**src/rtl/sram_ctrl_pkg.sv**
```systemverilog
// Shared types and constants for the SRAM controller: FSM state encoding,
// wait-counter width and the legal WAIT_CYCLES range.
package sram_ctrl_pkg;

   localparam int WCNT_W   = 4;
   localparam int WAIT_MIN = 1;
   localparam int WAIT_MAX = 15;

   typedef enum logic [2:0] {
      IDLE,
      SETUP,
      ACCESS,
      HOLD,
      RESP
   } state_t;

endpackage

```
**src/rtl/sram_ctrl_if.sv**
```systemverilog
// CPU request/response and SRAM pin bundle. The controller takes the slave
// side; the CPU plus SRAM device model take the master side.
interface sram_ctrl_if;

   logic        req_valid;
   logic        req_ready;
   logic        req_we;
   logic [31:0] req_addr;
   logic [31:0] req_wdata;
   logic        resp_valid;
   logic [31:0] resp_rdata;
   logic        resp_err;
   logic        sram_cs;
   logic        sram_oe;
   logic        sram_we;
   logic [31:0] sram_addr;
   logic [31:0] sram_din;
   logic [31:0] sram_dout;

   modport master (
      output req_valid, req_we, req_addr, req_wdata, sram_dout,
      input  req_ready, resp_valid, resp_rdata, resp_err,
      input  sram_cs, sram_oe, sram_we, sram_addr, sram_din
   );

   modport slave (
      input  req_valid, req_we, req_addr, req_wdata, sram_dout,
      output req_ready, resp_valid, resp_rdata, resp_err,
      output sram_cs, sram_oe, sram_we, sram_addr, sram_din
   );

endinterface

```
**src/rtl/sram_ctrl_wait_cnt.sv**
```systemverilog
// Strobe-phase down-counter: load a start value, decrement, flag zero.
// Decrement saturates at zero so a late dec never wraps.
module sram_ctrl_wait_cnt
   import sram_ctrl_pkg::*;
(
   input  logic              clk,
   input  logic              rst_n,
   input  logic              load,
   input  logic              dec,
   input  logic [WCNT_W-1:0] load_val,
   output logic              zero
);

   logic [WCNT_W-1:0] cnt;

   always_ff @(posedge clk or negedge rst_n) begin
      if (!rst_n) begin
         cnt <= '0;
      end else if (load) begin
         cnt <= load_val;
      end else if (dec && (cnt != '0)) begin
         cnt <= cnt - WCNT_W'(1);
      end
   end

   assign zero = (cnt == '0);

endmodule

```
**src/rtl/sram_ctrl.sv**
```systemverilog
// Single-port asynchronous SRAM controller: SETUP / ACCESS x WAIT_CYCLES / HOLD / RESP.
// Define SRAM_CTRL_ALIGN_CHECK_EN to reject word-misaligned requests with resp_err.
module sram_ctrl
   import sram_ctrl_pkg::*;
#(
   parameter int WAIT_CYCLES = 2
) (
   input logic        clk,
   input logic        rst_n,
   sram_ctrl_if.slave bus
);

   if (WAIT_CYCLES < WAIT_MIN || WAIT_CYCLES > WAIT_MAX) begin : g_bad_wait
      $error("sram_ctrl: WAIT_CYCLES=%0d outside %0d..%0d", WAIT_CYCLES, WAIT_MIN, WAIT_MAX);
   end

   state_t      state;
   logic        ready_q;
   logic        resp_q;
   logic        cs_q;
   logic        oe_q;
   logic        we_q;
   logic        wr_q;
   logic [31:0] addr_q;
   logic [31:0] din_q;
   logic [31:0] rd_buf;
   logic [31:0] rdata_q;
   logic        cnt_zero;
`ifdef SRAM_CTRL_ALIGN_CHECK_EN
   logic        err_q;
`endif

   // Loaded with WAIT_CYCLES-1 in SETUP, so zero marks the final ACCESS cycle.
   sram_ctrl_wait_cnt u_wait_cnt (
      .clk      (clk),
      .rst_n    (rst_n),
      .load     (state == SETUP),
      .dec      (state == ACCESS),
      .load_val (WCNT_W'(WAIT_CYCLES - 1)),
      .zero     (cnt_zero)
   );

   always_ff @(posedge clk or negedge rst_n) begin
      if (!rst_n) begin
         state   <= IDLE;
         ready_q <= 1'b0;
         resp_q  <= 1'b0;
         cs_q    <= 1'b0;
         oe_q    <= 1'b0;
         we_q    <= 1'b0;
         wr_q    <= 1'b0;
         addr_q  <= '0;
         din_q   <= '0;
         rd_buf  <= '0;
         rdata_q <= '0;
`ifdef SRAM_CTRL_ALIGN_CHECK_EN
         err_q   <= 1'b0;
`endif
      end else begin
         case (state)
            IDLE: begin
               if (bus.req_valid && ready_q) begin
                  ready_q <= 1'b0;
                  wr_q    <= bus.req_we;
`ifdef SRAM_CTRL_ALIGN_CHECK_EN
                  if (bus.req_addr[1:0] != 2'b00) begin
                     state  <= RESP;
                     resp_q <= 1'b1;
                     err_q  <= 1'b1;
                  end else
`endif
                  begin
                     state  <= SETUP;
                     cs_q   <= 1'b1;
                     addr_q <= bus.req_addr;
                     din_q  <= bus.req_wdata;
                  end
               end else begin
                  // Covers the first edge after reset release as well.
                  ready_q <= 1'b1;
               end
            end
            SETUP: begin
               state <= ACCESS;
               oe_q  <= ~wr_q;
               we_q  <= wr_q;
            end
            ACCESS: begin
               if (cnt_zero) begin
                  state <= HOLD;
                  oe_q  <= 1'b0;
                  we_q  <= 1'b0;
                  if (!wr_q) rd_buf <= bus.sram_dout;
               end
            end
            HOLD: begin
               state  <= RESP;
               cs_q   <= 1'b0;
               resp_q <= 1'b1;
               // Read data becomes visible together with the completion pulse.
               if (!wr_q) rdata_q <= rd_buf;
            end
            RESP: begin
               state   <= IDLE;
               resp_q  <= 1'b0;
               ready_q <= 1'b1;
`ifdef SRAM_CTRL_ALIGN_CHECK_EN
               err_q   <= 1'b0;
`endif
            end
            default: state <= IDLE;
         endcase
      end
   end

   assign bus.req_ready  = ready_q;
   assign bus.resp_valid = resp_q;
   assign bus.resp_rdata = rdata_q;
   assign bus.sram_cs    = cs_q;
   assign bus.sram_oe    = oe_q;
   assign bus.sram_we    = we_q;
   assign bus.sram_addr  = addr_q;
   assign bus.sram_din   = din_q;
`ifdef SRAM_CTRL_ALIGN_CHECK_EN
   assign bus.resp_err   = err_q;
`else
   assign bus.resp_err   = 1'b0;
`endif

endmodule

```
**src/flat_wrapper.sv**
```systemverilog
// flat-port wrapper written by rule: the top's interface ports become plain ports
module sram_ctrl_flat import sram_ctrl_pkg::*;
#(
   parameter int WAIT_CYCLES = 2
)
  (clk, rst_n, bus_req_valid, bus_req_we, bus_req_addr, bus_req_wdata, bus_sram_dout, bus_req_ready, bus_resp_valid, bus_resp_rdata, bus_resp_err, bus_sram_cs, bus_sram_oe, bus_sram_we, bus_sram_addr, bus_sram_din);
  sram_ctrl_if bus_i ();
  input logic clk;
  input logic rst_n;
  input wire logic [$bits(bus_i.req_valid)-1:0] bus_req_valid;
  input wire logic [$bits(bus_i.req_we)-1:0] bus_req_we;
  input wire logic [$bits(bus_i.req_addr)-1:0] bus_req_addr;
  input wire logic [$bits(bus_i.req_wdata)-1:0] bus_req_wdata;
  input wire logic [$bits(bus_i.sram_dout)-1:0] bus_sram_dout;
  output wire logic [$bits(bus_i.req_ready)-1:0] bus_req_ready;
  output wire logic [$bits(bus_i.resp_valid)-1:0] bus_resp_valid;
  output wire logic [$bits(bus_i.resp_rdata)-1:0] bus_resp_rdata;
  output wire logic [$bits(bus_i.resp_err)-1:0] bus_resp_err;
  output wire logic [$bits(bus_i.sram_cs)-1:0] bus_sram_cs;
  output wire logic [$bits(bus_i.sram_oe)-1:0] bus_sram_oe;
  output wire logic [$bits(bus_i.sram_we)-1:0] bus_sram_we;
  output wire logic [$bits(bus_i.sram_addr)-1:0] bus_sram_addr;
  output wire logic [$bits(bus_i.sram_din)-1:0] bus_sram_din;
  assign bus_i.req_valid = bus_req_valid;
  assign bus_i.req_we = bus_req_we;
  assign bus_i.req_addr = bus_req_addr;
  assign bus_i.req_wdata = bus_req_wdata;
  assign bus_i.sram_dout = bus_sram_dout;
  assign bus_req_ready = bus_i.req_ready;
  assign bus_resp_valid = bus_i.resp_valid;
  assign bus_resp_rdata = bus_i.resp_rdata;
  assign bus_resp_err = bus_i.resp_err;
  assign bus_sram_cs = bus_i.sram_cs;
  assign bus_sram_oe = bus_i.sram_oe;
  assign bus_sram_we = bus_i.sram_we;
  assign bus_sram_addr = bus_i.sram_addr;
  assign bus_sram_din = bus_i.sram_din;
  sram_ctrl #(.WAIT_CYCLES(WAIT_CYCLES)) u_core (.clk(clk), .rst_n(rst_n), .bus(bus_i));
endmodule
```
**config.mk**
```make
export PLATFORM = sky130hd
export DESIGN_NAME = sram_ctrl_flat
export DESIGN_NICKNAME = d
export VERILOG_FILES = /design/src/rtl/sram_ctrl_pkg.sv /design/src/rtl/sram_ctrl_if.sv /design/src/rtl/sram_ctrl_wait_cnt.sv /design/src/rtl/sram_ctrl.sv /design/src/flat_wrapper.sv
export SDC_FILE = /design/constraint.sdc
export NUM_CORES = 1
export LEC_CHECK = 0
export ABC_CLOCK_PERIOD_IN_PS = 3850
export CORE_ASPECT_RATIO = 0.5
export CORE_MARGIN = 3
export CORE_UTILIZATION = 48
export CTS_CLUSTER_DIAMETER = 150
export CTS_CLUSTER_SIZE = 25
export DETAILED_ROUTE_END_ITERATION = 10
export GPL_ROUTABILITY_DRIVEN = 0
export PLACE_DENSITY = 0.86
export SLEW_MARGIN = 10
export SYNTH_ARGS = -nofsm -noshare
export SYNTH_HDL_FRONTEND = slang
export SYNTH_SLANG_ARGS = --single-unit
```
**constraint.sdc**
```tcl
create_clock -name clk -period 3.85 [get_ports clk]
set_input_delay 0.77 -clock clk [delete_from_list [all_inputs] [get_ports clk]]
set_output_delay 0.77 -clock clk [all_outputs]
set_load 0.005 [all_outputs]
```
==> key figures <==
Yosys
  – Top cells by area, synth: dfrtp_1, mux2_2, buf_2
  – Largest family of logic cells by synthesized area: multiplexers
  – Distinct cells, synth: 30
  – Cells after Synth: around 330
  – Post-synth top area share: between 60% and 70%
  – Synthesized Nets: around 440
  – Top_reg_cell synth: dfrtp_1
  – Synth Area in Compound Gates: 0.881%
  – Largest area contributor in the netlist: dfrtp_1
  – Seq/Total Area, Yosys: 65.4%
  – Post-Synth XOR/XNOR Area: 0.162%
  – Post-synthesis adder-cell area fraction: 0.464%
  – Synth Register Bits: roughly 140
  – EDFF count, synth: 0
  – Simple logic cell fraction of the synthesized area: between 3 and 4%
  – Async SR Flop Fraction: 100%
  – YS warnings: 0
  – Synth Area per Inst: between 15 and 20 µm²
  – Mux contribution to synthesized area: 27.3%
  – Cell Area, Synth: between 5000 and 6000 µm²

Critical path
  – Crit path capture type: flop
  – Kind of critical path: flop to flop
  – Crit Path Max Fanout: 32
  – Worst path required time: between 4000 and 5000 ps
  – Crit path launch type: flop
  – Data arrival time of the critical path: around 2600 ps

Finish
  – Final net count: roughly 640
  – FF+latch area: between 3000 and 4000 µm²
  – Cell Count, Final, Fillers Out: ~690
  – Area of the multi-input gates: 1750 µm²
  – Final Util: between 70% and 80%
  – Layout cell share with drive strength beyond 1: 30.4%
  – Most frequent cells in the layout: clkdlybuf4s50_1, dfrtp_1, mux2_2
  – Fillers: ~700
  – ANT cells: 0
  – Layout area overhead: 49.2%
  – Most common cell after layout, fill and taps aside: clkdlybuf4s50_1

STA
  – Final hold violations: 0
  – Crit path time final: around 2300 ps
  – Fmax: 440 MHz
  – Crit share post-route: about three fifths
  – Fin Clk Skew: 9.11 ps
  – Setup TNS: 0 ps
  – Least-Margin Pin Slew: about 1100 ps
  – Unrepaired setup endpoints after global routing: no
  – Finish-stage setup viols: 0
  – Slew Limit Fails: 0
  – Slew Limit Headroom: between 20% and 30%
  – Worst Setup Slack, final: 1580 ps

Global routing
  – GR Overflow Total: 0
  – First-pass GRT wire length: roughly 19000 µm
  – Initial antenna violation count: 0
  – Vias in the first global route: between 3000 and 4000
  – Gr usage total: around 20%
  – Largest net degree at the start of global routing: 120

Floorplanning
  – Ports: 202
  – Rows: 26
  – Chip Width: around 160 µm
  – Initial Util: about half
  – Core Footprint: between 10000 and 15000 µm²
  – Die area: between 10000 and 15000 µm²
  – Die span in y: between 80 and 90 µm

Clocking
  – CTS root buf: clkbuf_16
  – TritonCTS clock tree: done
  – Htree depth: 4
  – Hold_buf cts: 0
  – Cts repair resizes: 0
  – Clock Path Buffers: 2
  – Num CTS Buffers: 17
  – Clock Latency Late Sink: between 400 and 500 ps
  – Post-CTS setup buffer count: 0
  – CTS Sinks: roughly 140
  – Clock slew at reported path FFs: 60 ps

Place
  – Port bufs: 200
  – Placed cells: 662
  – Post-DP HPWL: 8360 µm
  – Dpl ws: between 1000 and 1500 ps

Route
  – DRC violations left: 0
  – DR iter-0 viols: between 100 and 150
  – Wire per inst: about 17 µm
  – Antenna viol nets, final: 0
  – Pre-antenna DRT Iters: 4
  – DR vias/cell: 4.94
  – Total routed wirelength: roughly 12000 µm
  – Vias after detailed routing: about 3400

Hold path
  – Hold Path Class: flop to flop

Power and ir drop
  – P_sw: roughly 1.8 mW
  – Worst IR drop on VDD: around 0.00041 V
  – Clock power share: ~23%
  – Total Power: roughly 6.7 mW
  – Internal power consumption: about 4.9 mW
  – Leak: roughly 3.4 nW
  – Comb power frac: 37.8%
  – Flop pwr share: about two fifths
  – Net Sw Frac: a little over a quarter
  – Power per cell area: 828 nW/µm²

Job
  – Max Cap Viol: 0

Outcome
  – Outcome: completed
area by class of cell:
cell class	count	area share [%]
flip-flops and latches	141	43.8
repair buffers	205	25.3
multi-input cells	172	21.7
clock buffers	23	5.94
well taps	140	2.18
inverters	4	0.186
clock inverters	7	0.808
flip-flops by register name, summed over array words and instances, names as in the netlist, 3 cells and up:
register               count
u_core.bus.sram_din       32
u_core.bus.sram_addr      32
u_core.state               3
u_core.bus.resp_rdata     32
u_core.rd_buf             32
u_core.u_wait_cnt.cnt      4
kinds of logic (layout without fill, tap and decap cells):
| group | Yosys count | after routing |
|---|---|---|
| AO/OA/AOI/OAI | 8 | 8 |
| multiplexers | 131 | 131 |
| XOR/XNOR | 1 | 1 |
| adder cells (fa/ha/maj) | 2 | 2 |
| flip-flops | 141 | 141 |
| AND/OR/NAND/NOR | 29 | 29 |
| buffers and inverters | 21 | 239 |
| other | 1 | 1 |
Yosys cell counts, types with 2 or more instances:
cell,count
nand3_1,4
nor2b_1,2
mux2_2,128
buf_4,3
mux2i_1,2
or3b_2,2
inv_1,4
ha_1,2
buf_6,3
nand2_1,6
nor3b_1,2
dfrtp_1,141
o21ai_0,4
nor2_1,6
buf_2,10
power groups by stage:
stage / Sequential (mW) / Combinational [mW] / Clock (mW)
floorplan: 2.62 / 1.11 / 0
global placement: 2.61 / 2.47 / 0
detailed placement: 2.66 / 2.55 / 0
CTS: 2.65 / 2.57 / 1.53
global route: 2.75 / 2.70 / 1.59
finish: 2.64 / 2.52 / 1.50
metal layers:
| metal | vias to the layer above | GRT usage (%) | wire, µm |
|---|---|---|---|
| li1 | 1583 | - | - |
| met4 | 0 | 5.90 | 171 |
| met5 | - | 0 | 0 |
| met3 | 17 | 5.53 | 610 |
| met2 | 93 | 36.5 | 6470 |
| met1 | 1727 | 22.7 | 4820 |
worst max-delay path: stages (launching register included):
cell and delay (ps):
dfrtp_1 400, inv_1 110, ha_1 170, or3b_2 530, nor3_4 130, buf_4 400
mux2_2 400
stage by stage:
stage               instance area [µm²]  hold slack, ps
global placement                   7510             459
finish                             8050             476
global route                       8050             504
detailed placement                 7510             470
floorplan                          5400             452
CTS                                8050             481
path summary, 6_finish.rpt:
| check | start | end | slack (ps) | cells after the start |
|---|---|---|---|---|
| min in group asynchronous | rst_n | u_core.bus.sram_din[14] | 530 | 1 |
| hold / removal | u_core.bus.sram_cs | u_core.bus.sram_cs | 480 | 1 |
| setup reg to reg | u_core.u_wait_cnt.cnt[0] | u_core.rd_buf[19] | 1580 | 6 |
| max in group asynchronous | rst_n | u_core.bus.sram_addr[19] | 2460 | 2 |
| setup / recovery | u_core.u_wait_cnt.cnt[0] | u_core.rd_buf[19] | 1580 | 6 |
| hold reg to reg | u_core.bus.sram_cs | u_core.bus.sram_cs | 480 | 1 |
(Power assumes the default switching activity.)
